--- src/rtl/mem_access_sequencer_pkg.sv ---
// mas_pkg: state encoding, lane constants and wait-counter sizing for mem_access_sequencer
package mas_pkg;
  localparam logic [2:0] ST_IDLE   = 3'd0;
  localparam logic [2:0] ST_ISSUE1 = 3'd1;
  localparam logic [2:0] ST_WAIT1  = 3'd2;
  localparam logic [2:0] ST_ISSUE2 = 3'd3;
  localparam logic [2:0] ST_WAIT2  = 3'd4;
  localparam logic [2:0] ST_DONE   = 3'd5;
  typedef enum logic [2:0] {
    IDLE   = ST_IDLE,
    ISSUE1 = ST_ISSUE1,
    WAIT1  = ST_WAIT1,
    ISSUE2 = ST_ISSUE2,
    WAIT2  = ST_WAIT2,
    DONE   = ST_DONE
  } state_t;
  localparam logic BANK_EVEN = 1'b0;
  localparam logic BANK_ODD  = 1'b1;
  localparam int RD_LAT_MAX = 4;
  localparam int CNT_W = $clog2(RD_LAT_MAX);
endpackage

--- src/rtl/mem_access_sequencer.sv ---
// mem_access_sequencer: sequences byte/word accesses onto an even/odd byte bank pair
module mem_access_sequencer
  import mas_pkg::*;
#(
  parameter int ADDR_W = 16,
  parameter int RD_LAT = 1
) (
  input  logic              mas_clk,
  input  logic              mas_rst_n,
  input  logic              mas_req,
  output logic              mas_ready,
  input  logic [ADDR_W-1:0] mas_addr,
  input  logic              mas_word,
  input  logic              mas_wr,
  input  logic [15:0]       mas_wdata,
  output logic [15:0]       mas_rdata,
  output logic              mas_done,
  output logic [ADDR_W-2:0] mas_bank_addr,
  output logic              mas_b0_rd_en,
  output logic              mas_b0_wr_en,
  output logic              mas_b1_rd_en,
  output logic              mas_b1_wr_en,
  output logic [7:0]        mas_b0_wdata,
  output logic [7:0]        mas_b1_wdata,
  input  logic [7:0]        mas_b0_rdata,
  input  logic [7:0]        mas_b1_rdata
);
  state_t            r_state, w_next;
  logic [ADDR_W-1:0] r_addr;
  logic              r_word, r_wr, r_split;
  logic [7:0]        r_wlo, r_hi, r_b0_wdata, r_b1_wdata;
  logic [15:0]       r_rdata;
  logic [ADDR_W-2:0] r_bank_addr;
  logic [CNT_W-1:0]  r_cnt;
  logic              w_last, w_e0, w_e1, w_accept, w_to_issue2;
  assign w_last      = r_cnt == '0;
  assign w_accept    = (r_state == IDLE) && mas_req;
  assign w_to_issue2 = (w_next == ISSUE2) && (r_state != ISSUE2);
  // state register
  always_ff @(posedge mas_clk or negedge mas_rst_n)
    if (!mas_rst_n) r_state <= IDLE;
    else r_state <= w_next;
  // next state and per-phase bank lane selection
  always_comb begin
    w_next = r_state;
    w_e0   = 1'b0;
    w_e1   = 1'b0;
    case (r_state)
      IDLE:   w_next = mas_req ? ISSUE1 : IDLE;
      ISSUE1: begin
        w_e0   = r_addr[0] == BANK_EVEN;
        w_e1   = r_word || r_addr[0] == BANK_ODD;
        w_next = !r_wr ? WAIT1 : r_split ? ISSUE2 : DONE;
      end
      WAIT1:  w_next = !w_last ? WAIT1 : r_split ? ISSUE2 : DONE;
      ISSUE2: begin
        w_e0   = 1'b1;
        w_next = r_wr ? DONE : WAIT2;
      end
      WAIT2:  w_next = w_last ? DONE : WAIT2;
      default: w_next = IDLE;
    endcase
  end
  // request capture, bank row/wdata staging, wait counter and read-lane assembly
  always_ff @(posedge mas_clk or negedge mas_rst_n)
    if (!mas_rst_n) begin
      r_addr      <= '0;
      r_word      <= 1'b0;
      r_wr        <= 1'b0;
      r_split     <= 1'b0;
      r_wlo       <= '0;
      r_hi        <= '0;
      r_b0_wdata  <= '0;
      r_b1_wdata  <= '0;
      r_rdata     <= '0;
      r_bank_addr <= '0;
      r_cnt       <= '0;
    end else begin
      if (w_accept) begin
        r_addr      <= mas_addr;
        r_word      <= mas_word;
        r_wr        <= mas_wr;
        r_split     <= mas_word & mas_addr[0];
        r_wlo       <= mas_wdata[7:0];
        r_bank_addr <= mas_addr[ADDR_W-1:1];
        if (mas_wr && mas_addr[0] == BANK_EVEN) r_b0_wdata <= mas_word ? mas_wdata[15:8] : mas_wdata[7:0];
        if (mas_wr && (mas_word || mas_addr[0] == BANK_ODD)) r_b1_wdata <= (mas_word && mas_addr[0]) ? mas_wdata[15:8] : mas_wdata[7:0];
      end
      if (w_to_issue2) begin
        r_bank_addr <= r_addr[ADDR_W-1:1] + (ADDR_W-1)'(1);
        if (r_wr) r_b0_wdata <= r_wlo;
      end
      r_cnt <= (r_state == ISSUE1 || r_state == ISSUE2) ? CNT_W'(RD_LAT - 1) : w_last ? r_cnt : r_cnt - 1'b1;
      if (r_state == WAIT1 && w_last) begin
        if (r_split) r_hi <= mas_b1_rdata;
        else r_rdata <= r_word ? {mas_b0_rdata, mas_b1_rdata} : {8'h00, r_addr[0] == BANK_ODD ? mas_b1_rdata : mas_b0_rdata};
      end
      if (r_state == WAIT2 && w_last) r_rdata <= {r_hi, mas_b0_rdata};
    end
  assign mas_ready     = r_state == IDLE;
  assign mas_done      = r_state == DONE;
  assign mas_rdata     = r_rdata;
  assign mas_bank_addr = r_bank_addr;
  assign mas_b0_wdata  = r_b0_wdata;
  assign mas_b1_wdata  = r_b1_wdata;
  assign mas_b0_rd_en  = w_e0 & ~r_wr;
  assign mas_b0_wr_en  = w_e0 & r_wr;
  assign mas_b1_rd_en  = w_e1 & ~r_wr;
  assign mas_b1_wr_en  = w_e1 & r_wr;
endmodule

--- config.mk ---
export PLATFORM = sky130hd
export DESIGN_NAME = mem_access_sequencer
export DESIGN_NICKNAME = d
export VERILOG_FILES = /design/src/rtl/mem_access_sequencer_pkg.sv /design/src/rtl/mem_access_sequencer.sv
export SDC_FILE = /design/constraint.sdc
export NUM_CORES = 1
export LEC_CHECK = 0
export ABC_AREA = 1
export BUFFER_PORTS_ARGS = -buffer_cell sky130_fd_sc_hd__buf_2
export CAP_MARGIN = 40
export CORE_MARGIN = 1
export CORE_UTILIZATION = 35
export CTS_CLUSTER_DIAMETER = 150
export DETAILED_ROUTE_END_ITERATION = 7
export GPL_TIMING_DRIVEN = 0
export HOLD_SLACK_MARGIN = 0.08
export SETUP_SLACK_MARGIN = 0.1
export SLEW_MARGIN = 20
export SYNTH_ARGS = -nofsm -noshare
export SYNTH_HDL_FRONTEND = slang
export SYNTH_SLANG_ARGS = --single-unit
--- constraint.sdc ---
create_clock -name mas_clk -period 4.8 [get_ports mas_clk]
set_input_delay 0.72 -clock mas_clk [delete_from_list [all_inputs] [get_ports mas_clk]]
set_output_delay 0.72 -clock mas_clk [all_outputs]
set_load 0.01 [all_outputs]
# == After elaboration in Yosys (flattened, before gate mapping) ==
# Index checks and enable logic that the tools add are counted.
# totals
inputBits,53
register_bits,87
elab_cells,72
# op_classes
reduce_logical,17
addsub,2
bitwise,8
n_eq_ne,9
n_mux,24
# op_table
operator,count
$mux W16,4
$mux W8,7
$mux W15,2
$add A15 B1 Y15 const B,1
$pmux W3 S5,1
$eq A3 B2 Y1 const B,3
$mux W3,3
$logic_and A1 B1 Y1,7
$eq A3 B3 Y1 const B,2
$reduce_and A2 Y1,3
$and A1 B1 Y1,5
$mux W1,4
$mux W2,2
$ne A2 B1 Y1 const B,2
$reduce_bool A2 Y1,2
$eq A3 B1 Y1 const B,1
$logic_not A3 Y1,1
$logic_or A1 B1 Y1,3
$ne A3 B2 Y1 const B,1
$not A1 Y1,3
$logic_not A2 Y1,1
$pmux W1 S2,1
$sub A2 B1 Y2 const B,1

# == Depth between registers and ports, before layout ==
# Gate-level depths: netlist (run 1).
# logic_depth
depth_word,6
depth_mapped,12
ltp_nobuf,11

# == Least setup slack after synthesis (run 1) ==
# No wires, ideal clock.
# synth_path
path_type,reg-to-output
start,reg r_word
end,out mas_b1_rd_en
required_time_ns,4.080
arrival_time_ns,1.079
path_stages_with_launch,6
path_slack_ns,3.001
path_cell_list,dfrtp_1 -> buf_2 -> or2_2 -> buf_2 -> nand2_1 -> nor2_1
# synth_via
elab_chain_len,3
# synth_rtl
element,line_no,rtl
"start, declared",mem_access_sequencer.sv:30,"logic r_word, r_wr, r_split;"
"start signal, assigned",mem_access_sequencer.sv:81,r_word <= mas_word;
$logic_or A1 B1 Y1,mem_access_sequencer.sv:52,w_e1 = r_word || r_addr[0] == BANK_ODD;
$mux W1,mem_access_sequencer.sv:48,case (r_state)
$and A1 B1 Y1,mem_access_sequencer.sv:108,assign mas_b1_rd_en = w_e1 & ~r_wr;
"end, declared",mem_access_sequencer.sv:21,"output logic mas_b1_rd_en,"
# No other way between the ends.

# == Final worst setup path (run 1) ==
# layout_path
start,reg r_word
end,out mas_b1_wr_en
# layout_via
elab_chain_len,3
# layout_rtl
element,line_no,rtl
$logic_or A1 B1 Y1,mem_access_sequencer.sv:52,
$mux W1,mem_access_sequencer.sv:48,
$and A1 B1 Y1,mem_access_sequencer.sv:109,assign mas_b1_wr_en = w_e1 & r_wr;
"end, declared",mem_access_sequencer.sv:22,"output logic mas_b1_wr_en,"
# No other way between the ends.

==> results.sh, run 1 <==
export IMPL_status="complete, no violations"
export IMPL_design_area_um2=5280
export IMPL_critPathLaunchType="register"
export IMPL_clock_sinks=87
export IMPL_worst_slew_margin_rel_pct=67.2
export IMPL_most_common_layout_cells="sky130_fd_sc_hd__nand2_1 (186), sky130_fd_sc_hd__buf_2 (114), sky130_fd_sc_hd__dfrtp_1 (87), sky130_fd_sc_hd__nor2_1 (53), sky130_fd_sc_hd__nand3_1 (50)"
export IMPL_critPathSlowestCell="sky130_fd_sc_hd__dfrtp_1"
export IMPL_synthXorXnorAreaFrac_pct=2.25
export IMPL_number_of_vias_in_the_routed_layout=4001
export IMPL_synth_lib_cells_used_distinct=28
export IMPL_ys_warnings=0
export IMPL_cts_hold_buffers_added=0
export IMPL_drtIter0Drc=305
export IMPL_grt_overflow=0
export IMPL_power_total_mw=3.43
export IMPL_design_final_nets=710
export IMPL_tritoncts_clock_tree="built"
export IMPL_maximum_number_of_pins_on_one_net_before_global_route_repair=49
export IMPL_path_type_of_the_worst_setup_path="register to primary output"
export IMPL_synthToLayoutAreaGrowth_pct=23.1
export IMPL_seq_area_frac_synth_pct=50.7
export IMPL_maxCapViolCount=0
export IMPL_place_congestion=0.840
export IMPL_clock_tree_buffer_depth=2
export IMPL_synth_area_um2=4290
export IMPL_drive_above_1_share_pct=24.7
export IMPL_synthAdderAreaFrac_pct=0.583
export IMPL_critPathMaxFanout=10
export IMPL_dp_hpwl_mm=8.30
export IMPL_synth_seq_cells=87
export IMPL_clock_tree_root_cell="sky130_fd_sc_hd__clkbuf_16"
export IMPL_postSynthNetCount=594
export IMPL_avgRoutedWirePerCell_um=14.4
export IMPL_cts_resized=0
export IMPL_std_cell_rows=40
export IMPL_min_delay_path_class="input port to asynchronous set/reset pin"
export IMPL_via_count_of_the_first_global_routing_pass=3948
export IMPL_synth_avg_cell_area_um2=7.96
export IMPL_drtAntennaViolNets=0
export IMPL_worst_ep_required_time_ns=4.08
export IMPL_finalSetupViolCount=0
export IMPL_timing_critical_path_to_type="primary output"
export IMPL_clkLatencyLatePin_ns=0.33
export IMPL_tritoncts_num_buffers=9
export IMPL_max_vdd_ir_drop_uv=204
export IMPL_track_usage_pct=19.2
export IMPL_power_static_leakage_nw=2.74
export IMPL_buffer_ports_inserted=104
export IMPL_worst_endpoint_arrival_ns=1.69
export IMPL_cts_setup_buffers=0
export IMPL_postPlaceCellArea_um2=5030
export IMPL_pre_cts_slack_ns=2.76
export IMPL_synth_mux_area_fraction_pct=2.10
export IMPL_drcViolationCount=0
export IMPL_finClkSkew_ns=0.00654
export IMPL_floorplan_die_width_um=113
export IMPL_slew_viol_final=0
export IMPL_critPathMaxStageDelay_ns=0.35
export IMPL_power_density_cell_area_nw_per_um2=649
export IMPL_layout_cells_most_common="sky130_fd_sc_hd__nand2_1"
export IMPL_synthesis_instances=539
export IMPL_ios=106
export IMPL_final_min_clock_period_ns=2.41
export IMPL_initial_antenna_violation_count=0
export IMPL_critical_path_top_cell_by_count="sky130_fd_sc_hd__buf_2"
export IMPL_floorplan_core_area_um2=12000
export IMPL_setup_total_negative_slack_ns=0
export IMPL_die_area_um2=12700
export IMPL_detail_route_first_pass_iterations=5
export IMPL_timing_final_crit_share_pct=50.2
export IMPL_die_y_um=113
export IMPL_grt_pass1_wl_mm=19.2
export IMPL_timing_worst_slew_pin_value_ns=0.492
export IMPL_cts_htree_levels=3
export IMPL_antenna_cells=0
export IMPL_drt_vias_per_instance=4.98
export IMPL_rsz0062_at_grt="false"
export IMPL_total_wire_length_mm=11.6
export IMPL_initial_utilization_pct=35.9
export IMPL_synth_simple_gate_area_share_pct=29.9
export IMPL_hold_viol_final=0
export IMPL_max_clock_freq_mhz=415
export IMPL_timing_final_ws_setup_ns=2.39
export IMPL_synth_compound_area_share_pct=8.60
export IMPL_synth_top_family_by_area="simple AND/OR/NAND/NOR gates"
export IMPL_worstPathCellList="buf_2 -> or2_2 -> buf_2 -> nand2_1 -> nor2_1 -> buf_2"
export IMPL_clkTransAtPathRegs_ns=0.06
==> path summary, 6_finish.rpt <==
check | from | end | slack, ns | cells past startpoint
worst min register to register | r_wlo[6]$_DFFE_PN0N_ | mas_b0_wdata[6]$_DFF_PN0_ | 0.47 | 2
worst max-delay path | r_word$_DFFE_PN0N_ | mas_b1_wr_en | 2.39 | 6
worst max register to register | r_cnt[0]$_DFFE_PN0P_ | mas_bank_addr[1]$_DFFE_PN0P_ | 2.79 | 12
max in group asynchronous | mas_rst_n | r_addr[10]$_DFFE_PN0N_ | 3.93 | 2
worst min-delay path | mas_rst_n | mas_rdata[14]$_DFFE_PN0P_ | 0.30 | 1
min in group mas_clk | r_wlo[6]$_DFFE_PN0N_ | mas_b0_wdata[6]$_DFF_PN0_ | 0.47 | 2
==> area by class of cell <==
| cell class | instances | area (um^2) |
|---|---|---|
| Fill cell | 1192 | 6680 |
| Sequential cell | 87 | 2180 |
| Multi-Input combinational cell | 395 | 1860 |
| Timing Repair Buffer | 105 | 554 |
| Clock buffer | 11 | 243 |
| Tap cell | 147 | 184 |
| Inverter | 36 | 135 |
| Buffer | 21 | 115 |
| Clock inverter | 2 | 10.0 |
==> report_power, final <==
part           internal (mW)  total, mW  switching, mW
Clock                  0.354      0.624          0.269
Combinational          0.570       1.48          0.912
Sequential              1.09       1.32          0.235
Total                   2.01       3.43           1.42
==> Yosys cell counts <==
library cell | number | share of area [%]
sky130_fd_sc_hd__nand2_4 | 1 | 0.26
sky130_fd_sc_hd__inv_1 | 31 | 2.7
sky130_fd_sc_hd__o21ai_0 | 29 | 3.4
sky130_fd_sc_hd__nor3_1 | 1 | 0.12
sky130_fd_sc_hd__nand3_1 | 50 | 5.8
sky130_fd_sc_hd__clkbuf_1 | 4 | 0.35
sky130_fd_sc_hd__nor2_4 | 3 | 0.79
sky130_fd_sc_hd__nand4_1 | 2 | 0.29
sky130_fd_sc_hd__a21oi_1 | 19 | 2.2
sky130_fd_sc_hd__nand2_1 | 186 | 16
sky130_fd_sc_hd__buf_6 | 1 | 0.26
sky130_fd_sc_hd__a31oi_1 | 16 | 2.3
sky130_fd_sc_hd__ha_1 | 2 | 0.58
sky130_fd_sc_hd__nand2_2 | 5 | 0.73
sky130_fd_sc_hd__nand3_2 | 1 | 0.23
sky130_fd_sc_hd__buf_4 | 4 | 0.70
sky130_fd_sc_hd__inv_2 | 5 | 0.44
sky130_fd_sc_hd__or2_2 | 1 | 0.15
sky130_fd_sc_hd__nor2_1 | 53 | 4.6
sky130_fd_sc_hd__buf_2 | 11 | 1.3
sky130_fd_sc_hd__o21ai_1 | 1 | 0.12
sky130_fd_sc_hd__buf_1 | 1 | 0.087
sky130_fd_sc_hd__xor2_1 | 11 | 2.2
sky130_fd_sc_hd__dfrtp_1 | 87 | 51
sky130_fd_sc_hd__nor2_2 | 4 | 0.58
sky130_fd_sc_hd__mux2_2 | 8 | 2.1
sky130_fd_sc_hd__a211oi_1 | 1 | 0.18
sky130_fd_sc_hd__a21oi_4 | 1 | 0.38
==> through the flow <==
step	hold WS, ns	std cells	utilization, %
finish	0.296	804	44.2
global route	0.326	804	44.2
CTS	0.315	804	44.2
detailed placement	0.463	791	42.0
global placement	0.457	790	41.8
floorplan	0.424	539	-
==> registers in the layout, indices dropped and copies added, names as in the netlist <==
| register | flops |
|---|---|
| mas_b0_wdata | 8 |
| mas_b1_wdata | 8 |
| mas_bank_addr | 15 |
| mas_rdata | 16 |
| r_addr | 16 |
| r_cnt | 2 |
| r_hi | 8 |
| r_split | 1 |
| r_state | 3 |
| r_wlo | 8 |
| r_word | 1 |
| r_wr | 1 |
==> layer usage <==
metal  track usage, %  wire length [um]  share of wire (%)
met5                0                 0                  0
met4             6.40               185                1.6
met3             4.07               623                5.4
met2             31.9              5400                 47
met1             24.9              5380                 46
==> critical path: cells and delay by family (launching register included) <==
| kind | cells | cell delay [ns] |
|---|---|---|
| flops | 1 | 0.35 |
| simple gates | 3 | 0.47 |
| buf+inv | 3 | 0.54 |
==> cells by family after synthesis <==
family | Yosys count
xor+xnor | 11
buf+inv | 57
simple gates | 307
compound gates | 67
mux | 8
fa+ha+maj | 2
flops | 87
Power figures use the tool's default switching activity.
==> run 2: changes to the inputs <==
==> constraint.sdc (replaced) <==
create_clock -name mas_clk -period 2.5 [get_ports mas_clk]
set_input_delay 0.375 -clock mas_clk [delete_from_list [all_inputs] [get_ports mas_clk]]
set_output_delay 0.375 -clock mas_clk [all_outputs]
set_load 0.01 [all_outputs]
==> run 2 against run 1 <==
Effect of this change:
- clock skew about the same
- flip-flop and latch count stayed put
- final cell count rose by 0.12%
- non-clock buffer count rose by 1
- largest cell class unchanged
- largest power group unchanged
==> results.sh, run 2 (synthesis gave the netlist of run 1 again) <==
export IMPL_antenna_cells=0
export IMPL_initial_utilization_pct=35.9
export IMPL_floorplan_core_area_um2=12000
export IMPL_detail_route_first_pass_iterations=4
export IMPL_postPlaceCellArea_um2=5030
export IMPL_drt_vias_per_instance=4.98
export IMPL_setup_total_negative_slack_ns=0
export IMPL_status="complete, no violations"
export IMPL_dpl_cell_count=791
export IMPL_worst_ep_required_time_ns=2.12
export IMPL_fin_cells=805
export IMPL_grt_pass1_wl_mm=19.2
export IMPL_timing_critical_path_buf_inv=3
export IMPL_min_delay_worst_endpoint="r_addr[3]$_DFFE_PN0N_"
export IMPL_via_count_of_the_first_global_routing_pass=3948
export IMPL_rr_endpoint="mas_bank_addr[1]$_DFFE_PN0P_"
export IMPL_tritoncts_clock_tree="built"
export IMPL_cellInternalPower_mw=3.87
export IMPL_ff2ff_setup_slack_ns=0.49
export IMPL_cts_setup_buffers=0
export IMPL_die_y_um=113
export IMPL_critPathSlowestCell="sky130_fd_sc_hd__dfrtp_1"
export IMPL_timing_critical_path_max_delay_family="buffers and inverters"
export IMPL_worstPathCellList="buf_2 -> or2_2 -> buf_2 -> nand2_1 -> nor2_1 -> buf_2"
export IMPL_initial_antenna_violation_count=0
export IMPL_buffer_ports_inserted=104
export IMPL_die_area_um2=12700
export IMPL_worst_slew_margin_rel_pct=67.2
export IMPL_design_area_um2=5290
export IMPL_clock_sinks=87
export IMPL_path_type_of_the_worst_setup_path="register to primary output"
export IMPL_clkTransAtPathRegs_ns=0.06
export IMPL_critPathMaxStageDelay_ns=0.35
export IMPL_net_switching_power_mw=2.72
export IMPL_post_route_util_pct=44.2
export IMPL_critPathLaunch="r_word$_DFFE_PN0N_"
export IMPL_timing_worst_slew_pin_value_ns=0.492
export IMPL_critPathMaxFanout=10
export IMPL_hold_path_cell_count=3
export IMPL_min_delay_path_class="input port to register"
export IMPL_final_min_clock_period_ns=2.07
export IMPL_max_clock_freq_mhz=484
export IMPL_seqPwrFrac_pct=38.6
export IMPL_floorplan_die_width_um=113
export IMPL_avgRoutedWirePerCell_um=14.4
export IMPL_ios=106
export IMPL_hp_start="mas_addr[3]"
export IMPL_worst_endpoint_arrival_ns=1.69
export IMPL_maxCapViolCount=0
export IMPL_design_final_nets=711
export IMPL_tritoncts_num_buffers=9
export IMPL_clock_tree_buffer_depth=2
export IMPL_worst_r2r_src="r_cnt[0]$_DFFE_PN0P_"
export IMPL_timing_final_crit_share_pct=82.6
export IMPL_critical_path_top_cell_by_count="sky130_fd_sc_hd__buf_2"
export IMPL_rsz0062_at_grt="false"
export IMPL_power_density_cell_area_nw_per_um2=1240
export IMPL_maximum_number_of_pins_on_one_net_before_global_route_repair=49
export IMPL_critPathLaunchType="register"
export IMPL_hold_viol_final=0
export IMPL_most_common_layout_cells="sky130_fd_sc_hd__nand2_1 (186), sky130_fd_sc_hd__buf_2 (114), sky130_fd_sc_hd__dfrtp_1 (87), sky130_fd_sc_hd__nor2_1 (53), sky130_fd_sc_hd__nand3_1 (50)"
export IMPL_dp_hpwl_mm=8.30
export IMPL_total_wire_length_mm=11.6
export IMPL_drtIter0Drc=288
export IMPL_drcViolationCount=0
export IMPL_clockPowerShare_pct=18.2
export IMPL_track_usage_pct=19.2
export IMPL_number_of_vias_in_the_routed_layout=4009
export IMPL_std_cell_rows=40
export IMPL_power_share_combinational_pct=43.2
export IMPL_synthToLayoutAreaGrowth_pct=23.3
export IMPL_slew_viol_final=0
export IMPL_layout_cells_most_common="sky130_fd_sc_hd__nand2_1"
export IMPL_timing_critical_path_to_type="primary output"
export IMPL_finClkSkew_ns=0.00647
export IMPL_cts_htree_levels=3
export IMPL_place_congestion=0.840
export IMPL_power_total_mw=6.59
export IMPL_power_share_switching_pct=41.3
export IMPL_drtAntennaViolNets=0
export IMPL_clkLatencyLatePin_ns=0.33
export IMPL_max_vdd_ir_drop_uv=391
export IMPL_finalSetupViolCount=0
export IMPL_worst_r2r_cell_count=12
export IMPL_power_static_leakage_nw=2.75
export IMPL_clock_tree_root_cell="sky130_fd_sc_hd__clkbuf_16"
export IMPL_drive_above_1_share_pct=24.6
export IMPL_grt_overflow=0
## run 2: changes by cell type in the layout (fill, tap and decap cells not counted), sizes merged
cell	before	now
dlygate4sd3	0	1
## run 2: metrics by stage
step / setup WS, ns / hold WS (ns)
CTS: 0.439 / 0.245
floorplan: 0.860 / 0.0794
global route: 0.211 / 0.264
global placement: 0.176 / 0.457
detailed placement: 0.479 / 0.327
finish: 0.434 / 0.251
## run 2: how the worst max path moves through the flow
stage,endpoint,slack (ns),cells past startpoint
6_report,mas_b1_wr_en,0.43,6
5_1_grt,mas_bank_addr[1]$_DFFE_PN0P_,0.21,12
4_1_cts,mas_b1_wr_en,0.44,6
3_5_place_dp,mas_bank_addr[1]$_DFFE_PN0P_,0.48,12
3_3_place_gp,mas_b1_wdata[0]$_DFFE_PN0P_,0.18,1
2_1_floorplan,mas_bank_addr[3]$_DFFE_PN0P_,0.86,12
## run 2: tightest hold or removal path, delay by kind of cell
| kind | cells | cell delay (ns) |
|---|---|---|
| AND/OR/NAND/NOR | 2 | 0.10 |
| buffers and inverters | 1 | 0.07 |
## run 2: layout make-up
class | instances | area (um^2)
plain buffers | 21 | 115
clock buffers | 11 | 243
clock inverters | 2 | 10.0
fillers | 1191 | 6670
inverters | 36 | 135
multi-input cells | 395 | 1860
flip-flops and latches | 87 | 2180
well taps | 147 | 184
repair buffers | 106 | 564
## run 2: repair_timing
action / 4_1_cts / 5_1_grt
endpoints found under the hold margin: 39 / 0
resized for setup: 0 / 0
hold buffers: 1 / 0
## run 2: power by group through the flow
stage | Clock, mW | Sequential (mW) | Combinational, mW
2_1_floorplan | 0 | 2.65 | 1.73
3_3_place_gp | 0 | 2.54 | 2.80
3_5_place_dp | 0 | 2.56 | 2.85
4_1_cts | 1.22 | 2.54 | 2.86
5_1_grt | 1.29 | 2.63 | 3.22
6_report | 1.20 | 2.54 | 2.84
## run 2: routing by layer
metal  global-route usage [%]  up-vias  share of wire, %
li1                         -     1965                 -
met1                     24.9     1888                46
met2                     31.9      143                47
met3                     4.07       13               5.4
met4                     6.40        0               1.6
met5                        0        -                 0
==> run 3: changes to the inputs <==
==> constraint.sdc (replaced) <==
create_clock -name mas_clk -period 2.1 [get_ports mas_clk]
set_input_delay 0.315 -clock mas_clk [delete_from_list [all_inputs] [get_ports mas_clk]]
set_output_delay 0.315 -clock mas_clk [all_outputs]
set_load 0.01 [all_outputs]
==> run 3 against run 2 <==
Effect of this change:
- critical path depth unchanged
- first-iteration DRC count up 11%
- via count down 0.77%
- largest power group unchanged
- total power up 20%
- routed wire length down 0.21%
- clock skew up 0.00067 ns
- critical endpoint unchanged
- global-route usage about the same
- die area unchanged
- cell area up 0.76%
- combinational power up 21%
- flip-flop and latch count unchanged
- largest cell class unchanged
==> results.sh, run 3 (synthesis gave the netlist of run 1 again) <==
export IMPL_initial_utilization_pct=35.9
export IMPL_finClkSkew_ns=0.00714
export IMPL_finalSetupViolCount=0
export IMPL_worst_r2r_src="r_cnt[0]$_DFFE_PN0P_"
export IMPL_maximum_number_of_pins_on_one_net_before_global_route_repair=49
export IMPL_tritoncts_clock_tree="built"
export IMPL_drive_above_1_share_pct=25.3
export IMPL_total_wire_length_mm=11.6
export IMPL_min_delay_path_class="input port to register"
export IMPL_power_density_cell_area_nw_per_um2=1480
export IMPL_power_static_leakage_nw=2.77
export IMPL_grtUsageMet3_pct=4.07
export IMPL_worst_ep_required_time_ns=1.78
export IMPL_worst_r2r_cell_count=12
export IMPL_rr_endpoint="mas_bank_addr[1]$_DFFE_PN0P_"
export IMPL_drcViolationCount=0
export IMPL_worstPathCellList="buf_4 -> or2_2 -> buf_6 -> nand2_2 -> nor2_1 -> buf_2"
export IMPL_slew_viol_final=0
export IMPL_buffer_ports_inserted=104
export IMPL_critPathLaunchType="register"
export IMPL_via_count_of_the_first_global_routing_pass=3947
export IMPL_postPlaceCellArea_um2=5030
export IMPL_die_area_um2=12700
export IMPL_rsz0062_at_grt="false"
export IMPL_floorplan_core_area_um2=12000
export IMPL_met1_track_usage_gr_pct=24.9
export IMPL_final_fill_count=1184
export IMPL_status="complete, no violations"
export IMPL_detail_route_first_pass_iterations=5
export IMPL_synthToLayoutAreaGrowth_pct=24.3
export IMPL_drtIter0Drc=319
export IMPL_path_type_of_the_worst_setup_path="register to primary output"
export IMPL_design_final_nets=714
export IMPL_grt_util_met2_pct=31.9
export IMPL_worst_endpoint_arrival_ns=1.59
export IMPL_globalRoute_busiestLayer="met2"
export IMPL_critPathMaxFanout=10
export IMPL_drtAntennaViolNets=0
export IMPL_timing_critical_path_to_type="primary output"
export IMPL_timing_final_crit_share_pct=90.5
export IMPL_layout_cells_most_common="sky130_fd_sc_hd__nand2_1"
export IMPL_tritoncts_num_buffers=9
export IMPL_hold_viol_final=0
export IMPL_grt_pass1_wl_mm=19.2
export IMPL_ios=106
export IMPL_cellInternalPower_mw=4.66
export IMPL_floorplan_die_width_um=113
export IMPL_initial_antenna_violation_count=0
export IMPL_clkLatencyLatePin_ns=0.33
export IMPL_critPathMaxStageDelay_ns=0.36
export IMPL_clock_tree_root_cell="sky130_fd_sc_hd__clkbuf_16"
export IMPL_clock_tree_buffer_depth=2
export IMPL_seqPwrFrac_pct=38.3
export IMPL_cts_htree_levels=3
export IMPL_drt_vias_per_instance=4.92
export IMPL_critPathLaunch="r_word$_DFFE_PN0N_"
export IMPL_final_min_clock_period_ns=1.90
export IMPL_ff2ff_setup_slack_ns=0.28
export IMPL_timing_worst_slew_pin_value_ns=0.492
export IMPL_cp_endpoint="mas_b1_wr_en"
export IMPL_most_common_layout_cells="sky130_fd_sc_hd__nand2_1 (185), sky130_fd_sc_hd__buf_2 (112), sky130_fd_sc_hd__dfrtp_1 (87), sky130_fd_sc_hd__nor2_1 (53), sky130_fd_sc_hd__nand3_1 (50)"
export IMPL_worst_slew_margin_rel_pct=67.2
export IMPL_clock_sinks=87
export IMPL_net_switching_power_mw=3.25
export IMPL_place_congestion=0.840
export IMPL_number_of_vias_in_the_routed_layout=3978
export IMPL_max_clock_freq_mhz=526
export IMPL_track_usage_pct=19.2
export IMPL_fin_cells=808
export IMPL_grt_overflow=0
export IMPL_maxCapViolCount=0
export IMPL_max_vdd_ir_drop_uv=451
export IMPL_die_y_um=113
export IMPL_avgRoutedWirePerCell_um=14.3
export IMPL_dpl_cell_count=791
export IMPL_antenna_cells=0
export IMPL_clkTransAtPathRegs_ns=0.06
export IMPL_clockPowerShare_pct=18.1
export IMPL_critPathSlowestCell="sky130_fd_sc_hd__dfrtp_1"
export IMPL_std_cell_rows=40
export IMPL_power_share_combinational_pct=43.6
export IMPL_dp_hpwl_mm=8.30
export IMPL_power_share_switching_pct=41.1
export IMPL_design_area_um2=5330
==> run 3: how the worst min path moves through the flow <==
stage | cells past startpoint | startpoint | slack (ns) | to
global placement | 2 | r_wlo[6]$_DFFE_PN0N_ | 0.46 | mas_b0_wdata[6]$_DFF_PN0_
CTS | 3 | mas_addr[3] | 0.18 | r_addr[3]$_DFFE_PN0N_
floorplan | 0 | mas_rst_n | 0.02 | mas_b0_wdata[0]$_DFF_PN0_
finish | 3 | mas_addr[3] | 0.19 | r_addr[3]$_DFFE_PN0N_
global route | 3 | mas_addr[3] | 0.20 | r_addr[3]$_DFFE_PN0N_
detailed placement | 1 | mas_rst_n | 0.27 | mas_rdata[14]$_DFFE_PN0P_
==> run 3: routing by layer <==
layer | vias up | routed length [um]
li1 | 1969 | -
met1 | 1876 | 5390
met2 | 121 | 5400
met3 | 12 | 597
met4 | 0 | 177
met5 | - | 0
==> run 3: timing repair <==
action	4_1_cts	5_1_grt
hold buffers	1	0
setup buffers	0	3
gates resized for setup	2	5
pin swaps	0	2
setup endpoints to repair	3	20
endpoints found under the hold margin	39	0
==> run 3: metrics by stage <==
| step | hold slack, ns | TNS (ns) | total power, mW | worst slack (ns) | util (%) |
|---|---|---|---|---|---|
| final | 0.191 | 0 | 7.91 | 0.200 | 44.6 |
| after global routing | 0.204 | 0 | 8.56 | 0.112 | 44.6 |
| after CTS | 0.185 | 0 | 7.90 | 0.124 | 44.3 |
| after detailed placement | 0.267 | 0 | 6.44 | 0.0791 | 42.0 |
| after global placement | 0.457 | -13.64 | 6.36 | -0.164 | 41.8 |
| after floorplan | 0.0194 | 0 | 5.22 | 0.460 | - |
==> run 3: power by group through the flow <==
stage | clock, mW | sequential [mW] | combinational (mW)
finish | 1.43 | 3.03 | 3.45
global route | 1.53 | 3.13 | 3.90
CTS | 1.46 | 3.03 | 3.42
detailed placement | 0 | 3.05 | 3.39
global placement | 0 | 3.02 | 3.34
floorplan | 0 | 3.16 | 2.06
==> run 3: final cells by class <==
class	count	area (um^2)	area share, %
buffer	21	128	2.39
clock buffer	11	243	4.55
inverter	36	135	2.53
sequential	87	2180	40.8
timing repair buffer	109	587	11.0
multi-input combinational	395	1870	35.0
tap	147	184	3.45
clock inverter	2	10.0	0.188
==> run 3: critical path, delay by kind of cell (launching register included) <==
family                 cells  cell delay, ns
DFF                        1            0.36
and+or+nand+nor            3            0.43
buffers and inverters      3            0.47
